<file path="src/rtl/rle_bitmask_decoder_pkg.sv">
// Shared widths and token classification for the zero-run bitmask decoder.
package rle_bitmask_decoder_pkg;

    localparam int W_DEF     = 32;
    localparam int RUN_W_DEF = 8;
    localparam int LOG2W     = $clog2(W_DEF);
    localparam int FREE_W    = LOG2W + 1;
    localparam int CONS_W    = RUN_W_DEF;

    typedef enum logic [1:0] {
        TOK_IDLE  = 2'd0,
        TOK_PLACE = 2'd1,
        TOK_SPILL = 2'd2
    } tok_case_e;

endpackage

</file>
<file path="src/rtl/rle_bitmask_decoder_bit_decode.sv">
// Index-to-one-hot decoder: sets bit i_idx of a W-bit mask.
module rle_bitmask_decoder_bit_decode #(
    parameter int W     = 32,
    parameter int LOG2W = $clog2(W)
) (
    input  logic [LOG2W-1:0] i_idx,
    output logic [W-1:0]     o_mask
);

    assign o_mask = {{(W-1){1'b0}}, 1'b1} << i_idx;

endmodule

</file>
<file path="src/rtl/rle_bitmask_decoder.sv">
// Expands zero-run tokens into MSB-first W-bit occupancy masks with a
// registered output stage and input back-pressure.
module rle_bitmask_decoder
    import rle_bitmask_decoder_pkg::*;
#(
    parameter int W     = W_DEF,
    parameter int RUN_W = RUN_W_DEF
) (
    input  logic             i_clk,
    input  logic             i_reset,
    input  logic             i_in_valid,
    output logic             o_in_ready,
    input  logic [RUN_W-1:0] i_in_run,
    input  logic             i_in_last,
    output logic             o_out_valid,
    input  logic             i_out_ready,
    output logic [W-1:0]     o_out_data,
    output logic             o_out_last
);

    localparam int LW = $clog2(W);
    localparam int FW = LW + 1;
    localparam int CW = ((RUN_W > FW) ? RUN_W : FW) + 1;

    logic [W-1:0]     r_word;
    logic [FW-1:0]    r_free;
    logic [RUN_W-1:0] r_cons;

    logic [RUN_W-1:0] w_rem;
    logic [CW-1:0]    w_rem_x;
    logic [CW-1:0]    w_free_x;
    logic [CW-1:0]    w_pos_x;
    logic             w_place;
    logic [LW-1:0]    w_idx;
    logic [FW-1:0]    w_free_after;
    logic             w_need_slot;
    logic             w_slot;
    logic [W-1:0]     w_mask;
    logic [W-1:0]     w_word_set;
    tok_case_e        w_tok;

    logic             w_accept;
    logic             w_load;
    logic [W-1:0]     w_load_data;
    logic             w_load_last;
    logic [W-1:0]     w_word_nx;
    logic [FW-1:0]    w_free_nx;
    logic [RUN_W-1:0] w_cons_nx;

    // Zeros of the current token still to place; r_cons never exceeds i_in_run.
    assign w_rem        = i_in_run - r_cons;
    assign w_rem_x      = CW'(w_rem);
    assign w_free_x     = CW'(r_free);
    assign w_place      = (w_rem_x < w_free_x);
    assign w_pos_x      = w_free_x - w_rem_x - CW'(1);
    assign w_idx        = LW'(w_pos_x);
    assign w_free_after = FW'(w_pos_x);
    assign w_need_slot  = (w_free_after == '0) | i_in_last;
    assign w_slot       = ~o_out_valid | i_out_ready;
    assign w_word_set   = r_word | w_mask;

    rle_bitmask_decoder_bit_decode #(
        .W     (W),
        .LOG2W (LW)
    ) u_bit_decode (
        .i_idx  (w_idx),
        .o_mask (w_mask)
    );

    always_comb begin
        w_tok = TOK_IDLE;
        if (i_in_valid) begin
            w_tok = w_place ? TOK_PLACE : TOK_SPILL;
        end
    end

    always_comb begin
        w_accept    = 1'b0;
        w_load      = 1'b0;
        w_load_data = r_word;
        w_load_last = 1'b0;
        w_word_nx   = r_word;
        w_free_nx   = r_free;
        w_cons_nx   = r_cons;
        unique case (w_tok)
            TOK_PLACE: begin
                if (!w_need_slot) begin
                    w_accept  = 1'b1;
                    w_word_nx = w_word_set;
                    w_free_nx = w_free_after;
                    w_cons_nx = '0;
                end else if (w_slot) begin
                    w_accept    = 1'b1;
                    w_load      = 1'b1;
                    w_load_data = w_word_set;
                    w_load_last = i_in_last;
                    w_word_nx   = '0;
                    w_free_nx   = FW'(W);
                    w_cons_nx   = '0;
                end
            end
            TOK_SPILL: begin
                // Token stays on the input; its leading zeros finish this word.
                if (w_slot) begin
                    w_load      = 1'b1;
                    w_load_data = r_word;
                    w_load_last = 1'b0;
                    w_word_nx   = '0;
                    w_free_nx   = FW'(W);
                    w_cons_nx   = r_cons + RUN_W'(r_free);
                end
            end
            default: ;
        endcase
    end

    assign o_in_ready = w_accept;

    always_ff @(posedge i_clk) begin
        if (i_reset) begin
            r_word      <= '0;
            r_free      <= FW'(W);
            r_cons      <= '0;
            o_out_valid <= 1'b0;
            o_out_data  <= '0;
            o_out_last  <= 1'b0;
        end else begin
            r_word <= w_word_nx;
            r_free <= w_free_nx;
            r_cons <= w_cons_nx;
            if (w_load) begin
                o_out_valid <= 1'b1;
                o_out_data  <= w_load_data;
                o_out_last  <= w_load_last;
            end else if (i_out_ready) begin
                o_out_valid <= 1'b0;
            end
        end
    end

    a_in_stable : assert property (@(posedge i_clk) disable iff (i_reset)
        (i_in_valid && !o_in_ready) |=>
        (i_in_valid && $stable(i_in_run) && $stable(i_in_last)));

endmodule

</file>
<file path="config.mk">
export PLATFORM = sky130hd
export DESIGN_NAME = rle_bitmask_decoder
export DESIGN_NICKNAME = d
export VERILOG_FILES = /design/src/rtl/rle_bitmask_decoder_pkg.sv /design/src/rtl/rle_bitmask_decoder_bit_decode.sv /design/src/rtl/rle_bitmask_decoder.sv
export SDC_FILE = /design/constraint.sdc
export NUM_CORES = 1
export LEC_CHECK = 0
export CELL_PAD_IN_SITES_DETAIL_PLACEMENT = 1
export CELL_PAD_IN_SITES_GLOBAL_PLACEMENT = 1
export CORE_MARGIN = 2
export CORE_UTILIZATION = 35
export CTS_BUF_LIST = sky130_fd_sc_hd__clkbuf_8
export CTS_CLUSTER_DIAMETER = 200
export DETAILED_ROUTE_END_ITERATION = 7
export PLACE_DENSITY_LB_ADDON = 0.25
export RECOVER_POWER = 25
export SLEW_MARGIN = 25
export SYNTH_ARGS = -nofsm -noshare
export SYNTH_HDL_FRONTEND = slang
export SYNTH_HIERARCHICAL = 1
export SYNTH_SLANG_ARGS = --single-unit
</file>
<file path="constraint.sdc">
create_clock -name i_clk -period 4.4 [get_ports i_clk]
set_input_delay 0.88 -clock i_clk [delete_from_list [all_inputs] [get_ports i_clk]]
set_output_delay 0.88 -clock i_clk [all_outputs]
set_load 0.05 [all_outputs]
</file>
## After elaboration in Yosys (flattened, before gate mapping)

Cells that the tools add are included.

- Logic and storage cells: 49
- Output and inout port bits: 35
- Memory bits (writable): 0
- Bits in registers: 80
- Latch bits: 0
- Memories kept: 0
- Memory bits (read-only): 0

- $lt $le $gt $ge: 1
- Multipliers: 0
- Equal/unequal tests: 4
- Reductions and logical operators: 4
- Add/subtract/negate cells: 4
- Muxes and demuxes: 25
- Div/mod/pow operators: 0
- Shift operators: 1
- Bitwise logic cells: 4

Operator list:

| cell | count |
|---|---|
| $mux 32 | 5 |
| $pmux 32 s2 | 1 |
| $or 32x32->32 | 1 |
| $shl 1x5->32 const A | 1 |
| $mux 8 | 3 |
| $pmux 8 s2 | 1 |
| $mux 6 | 2 |
| $pmux 6 s2 | 1 |
| $mux 1 | 9 |
| $add 8x6->8 | 1 |
| $lt 8x6->1 | 1 |
| $sub 8x8->8 | 1 |
| $logic_not 6->1 | 1 |
| $sub 6x1->6 const B | 1 |
| $sub 6x6->6 | 1 |
| $mux 2 | 2 |
| $reduce_bool 2->1 | 2 |
| $ne 3x3->1 const B | 1 |
| $reduce_and 3->1 | 1 |
| $eq 2x1->1 const B | 1 |
| $eq 2x2->1 const B | 1 |
| $ne 2x2->1 const B | 1 |
| $or 1x1->1 | 2 |
| $pmux 1 s2 | 1 |
| $not 1->1 | 1 |

## Longest topological paths before layout

- Depth in word-level cells: 8
- Depth in mapped cells: 17
- Depth with buffers taken out: 16

## Hierarchy

The synthesis kept the hierarchy.

Modules (own cells, without submodules):

| module | area an instance (um^2) | instances | cells each | sequential area each (um^2) |
|---|---|---|---|---|
| rle_bitmask_decoder | 3990.1 | 1 | 439 | 1601.5 |
| rle_bitmask_decoder_bit_decode | 214.0 | 1 | 47 | 0.0 |

## Worst setup path after synthesis

OpenSTA, ideal clock, no wires.

- Path kind: input -> output
- Start: input port i_in_run[0]
- End: output port o_in_ready
- Stages on the path: 14
- Buffers on the path: 0
- Arrival: 3809 ps
- Path slack: -289 ps
- Cells stage by stage: inv_1 > ha_1 > inv_1 > fa_1 > a21o_1 > a21oi_1 > xnor2_1 > inv_1 > ha_1 > o31ai_1 > a2111oi_4 > a41oi_4 > nor2_1 > nor2_1

- Longest elaborated chain between the ends: 7

RTL lines:

| element | line | source |
|---|---|---|
| start, declared | rle_bitmask_decoder.sv:13 | `input logic [RUN_W-1:0] i_in_run,` |
| $sub 8x8->8 (*) | rle_bitmask_decoder.sv:51 | `assign w_rem = i_in_run - r_cons;` |
| $sub 6x6->6 | rle_bitmask_decoder.sv:55 | `assign w_pos_x = w_free_x - w_rem_x - CW'(1);` |
| $sub 6x1->6 | rle_bitmask_decoder.sv:55 |  |
| $logic_not 6->1 | rle_bitmask_decoder.sv:58 | `assign w_need_slot = (w_free_after == '0) \| i_in_last;` |
| $or 1x1->1 | rle_bitmask_decoder.sv:58 |  |
| $mux 1 | rle_bitmask_decoder.sv:87 | `if (!w_need_slot) begin` |
| $mux 1 (*) | rle_bitmask_decoder.sv:85 | `unique case (w_tok)` |
| end, declared | rle_bitmask_decoder.sv:12 | `output logic o_in_ready,` |

Every way passes the cells marked *; elsewhere a longest branch is shown, timed or not.

## Final worst setup path

Ends and elaborated chain as after synthesis.

==> metrics <==
Synth-to-Final Area Change 30.6%; Simple-Gate Fraction of Synth Area 15.3%; Synth top area share 38.1%; CTS clk-pin slew, worst paths about 80 ps; Post-synth top cells nor2_1 (86), dfxtp_1 (80), inv_1 (56), o21ai_0 (42), a211oi_1 (34); hpwl dp about 8400 um; met3 WL approximately 330 um; # DRC 0; Fin. Hold Viols 0; Post-Route Utilization 46.3%; Max FO, Critical Path 3; Seq cells post-synth 80; met2 wire length 5880 um; Die H 114 um; ranking of synthesized cells by area dfxtp_1 (38%), nor2_1 (7.7%), ha_1 (7.1%), a22o_1 (6.7%), a211oi_1 (6.1%); Pwr per Cell Area 360 nW/um2; DR WL/cell about 17 um; Core Rows 40; Port Buffer Count 47; dpl cell area 5090 um2; largest net degree at the start of global routing 33; largest family of logic cells by synthesized area compound AO/OA/AOI/OAI gates; fill count 1393; Starting Density 35.4%; total power 0.00198 W; Avg Cell Area, Syn 8.65 um2; Worst Skew about 11 ps; setup violators final 0; register area share after synthesis 38.1%; Via Count 3775; mux cell area share after synthesis 0.952%; Slew headroom about three fifths; Antenna Diode Count 0; Clock Path Buffers 2; placement-stage worst setup slack -481 ps; Max VDD drop 0.173 mV; Startpoint Class input port; CTS sink count 80; GR Util All Layers 19.7%; initial antenna violation count 0; TritonCTS buffer count 9; Initial DRT Pass Iterations 4; initial DRC count 194; Fmax achieved ~230 MHz; number of max-cap violations 0; Cells after Synth ~490; total negative setup slack 0 ps; hold_sp r_word[27]; Mapped Area 4200 um2; H-tree depth 3; Final Cycle Share 97.9%; min Tclk post-route 4310 ps; Design Area, Final 5490 um2; Die Wd ~110 um; nets a little over 600; Synth area leader dfxtp_1; RD Place Congestion about 0.82; CP endpoint kind output pin; CTS tree built; ys flop type dfxtp_1; critical path required time 3520 ps; Core ar. 11900 um2; clock latency on the worst-skew pair 370 ps; CTS Root Cell clkbuf_8; Vias/cell 5.24; top layer in use met4; top-count cell post-synth nor2_1; CP startpoint i_in_run[0]; Routed WL 12100 um; leak pwr 2.19 nW; Netlist cell types 50; M1 WL approximately 5600 um; final setup margin 90.9 ps; XOR/XNOR Fraction of Synth Area under 10%; WS Path Type in -> out; worst hold path type reg -> reg; FF-to-FF Start r_cons[1]; FFs w/ async S/R, synth 0%; global route overflow 0; Max Slew Vio Count 0; share of post-route cells with drive strength above 1 between 10% and 20%; status finished clean; adder-cell share of the synthesized area 8.57%; vias in the first global route 4155; global-route wire length before repair 20400 um; die area approximately 13000 um2; Least-Margin Pin Slew slightly below 600 ps; Synth Area in Compound Gates 26.2%; final antenna-violating net count 0; crit path DAT about 3400 ps; IO Count 48; Yosys warnings 6; Post-synth EDFFs 0; Syn Nets 526
## flip-flops by register name (all words and copies together), names as in the netlist
| name | flops |
|---|---|
| o_out_data | 32 |
| r_free | 6 |
| r_cons | 8 |
| r_word | 32 |
| o_out_valid | 1 |
| o_out_last | 1 |
## worst max-delay path: stages
cell and delay, ps:
buf_6 90, inv_4 40, ha_4 130, inv_2 40, fa_2 360, buf_6 130, xor2_2 200, inv_1 110
ha_4 190, a211oi_4 290, nor4b_4 100, a2111oi_4 350, a41oi_4 180, nor2_4 150, nor2_4 50, buf_12 140
## power breakdown
group | internal (W) | leakage, nW | switching (W) | total [W]
registers | 0.000761 | 0.650 | 0.0000222 | 0.000783
clock network | 0.000235 | 0.101 | 0.000282 | 0.000518
logic | 0.000257 | 1.44 | 0.000417 | 0.000675
total | 0.00125 | 2.19 | 0.000722 | 0.00198
## through the flow
stage | instances | hold slack [ps]
final | 720 | 451
after detailed placement | 698 | 447
after floorplan | 486 | 430
after global routing | 720 | 478
after CTS | 718 | 461
after global placement | 698 | 437
## layout make-up
cell class,instances,area (um2),area share [%]
multi-input combinational,327,2440,44.5
sequential,80,1600,29.2
tap,147,184,3.35
clock inverter,5,31.3,0.570
timing repair buffer,94,866,15.8
inverter,56,213,3.87
clock buffer,11,151,2.76
## path summary, 6_finish.rpt
kind | cells past startpoint | to | slack (ps)
min reg2reg | 2 | o_out_data[27] | 450
max reg2reg | 16 | o_out_data[13] | 730
max | 16 | o_in_ready | 90
min | 2 | o_out_data[27] | 450
## cells by family (layout without fill, tap and decap cells)
logic type,count (synthesis),count (layout)
AOI/OAI and AO/OA,151,151
xor gates and xnor gates,13,13
adders and majority gates,27,27
buffers and inverters,79,166
DFF,80,80
muxes,4,4
and+or+nand+nor,132,132
## what timing repair did
| action | in CTS | in global routing |
|---|---|---|
| setup buffers | 4 | 2 |
| setup endpoints to repair | 1 | 1 |
| pin swaps | 16 | 14 |
| resized for setup | 33 | 8 |
| hold buffers | 0 | 0 |
## cells in the final DEF (no fill, tap or decap), types with 4 or more instances in the layout
cell type / count
buf_12: 4
a21oi_1: 11
clkdlybuf4s50_1: 12
nand3_1: 4
dfxtp_1: 80
nand2b_1: 10
clkbuf_8: 11
nor2_1: 84
a22oi_1: 6
a22o_1: 32
nand3b_1: 4
a21o_1: 6
ha_1: 16
xnor2_1: 7
mux2i_1: 4
ha_4: 7
a211oi_1: 34
inv_1: 53
o21ai_0: 42
dlygate4sd3_1: 28
buf_4: 43
## layer usage
metal / GRT usage (%) / vias up
met5: 0 / -
met4: 7.56 / 0
met3: 3.40 / 19
met2: 33.9 / 51
met1: 24.6 / 1856
li1: - / 1849
Power figures use the tool's default switching activity.
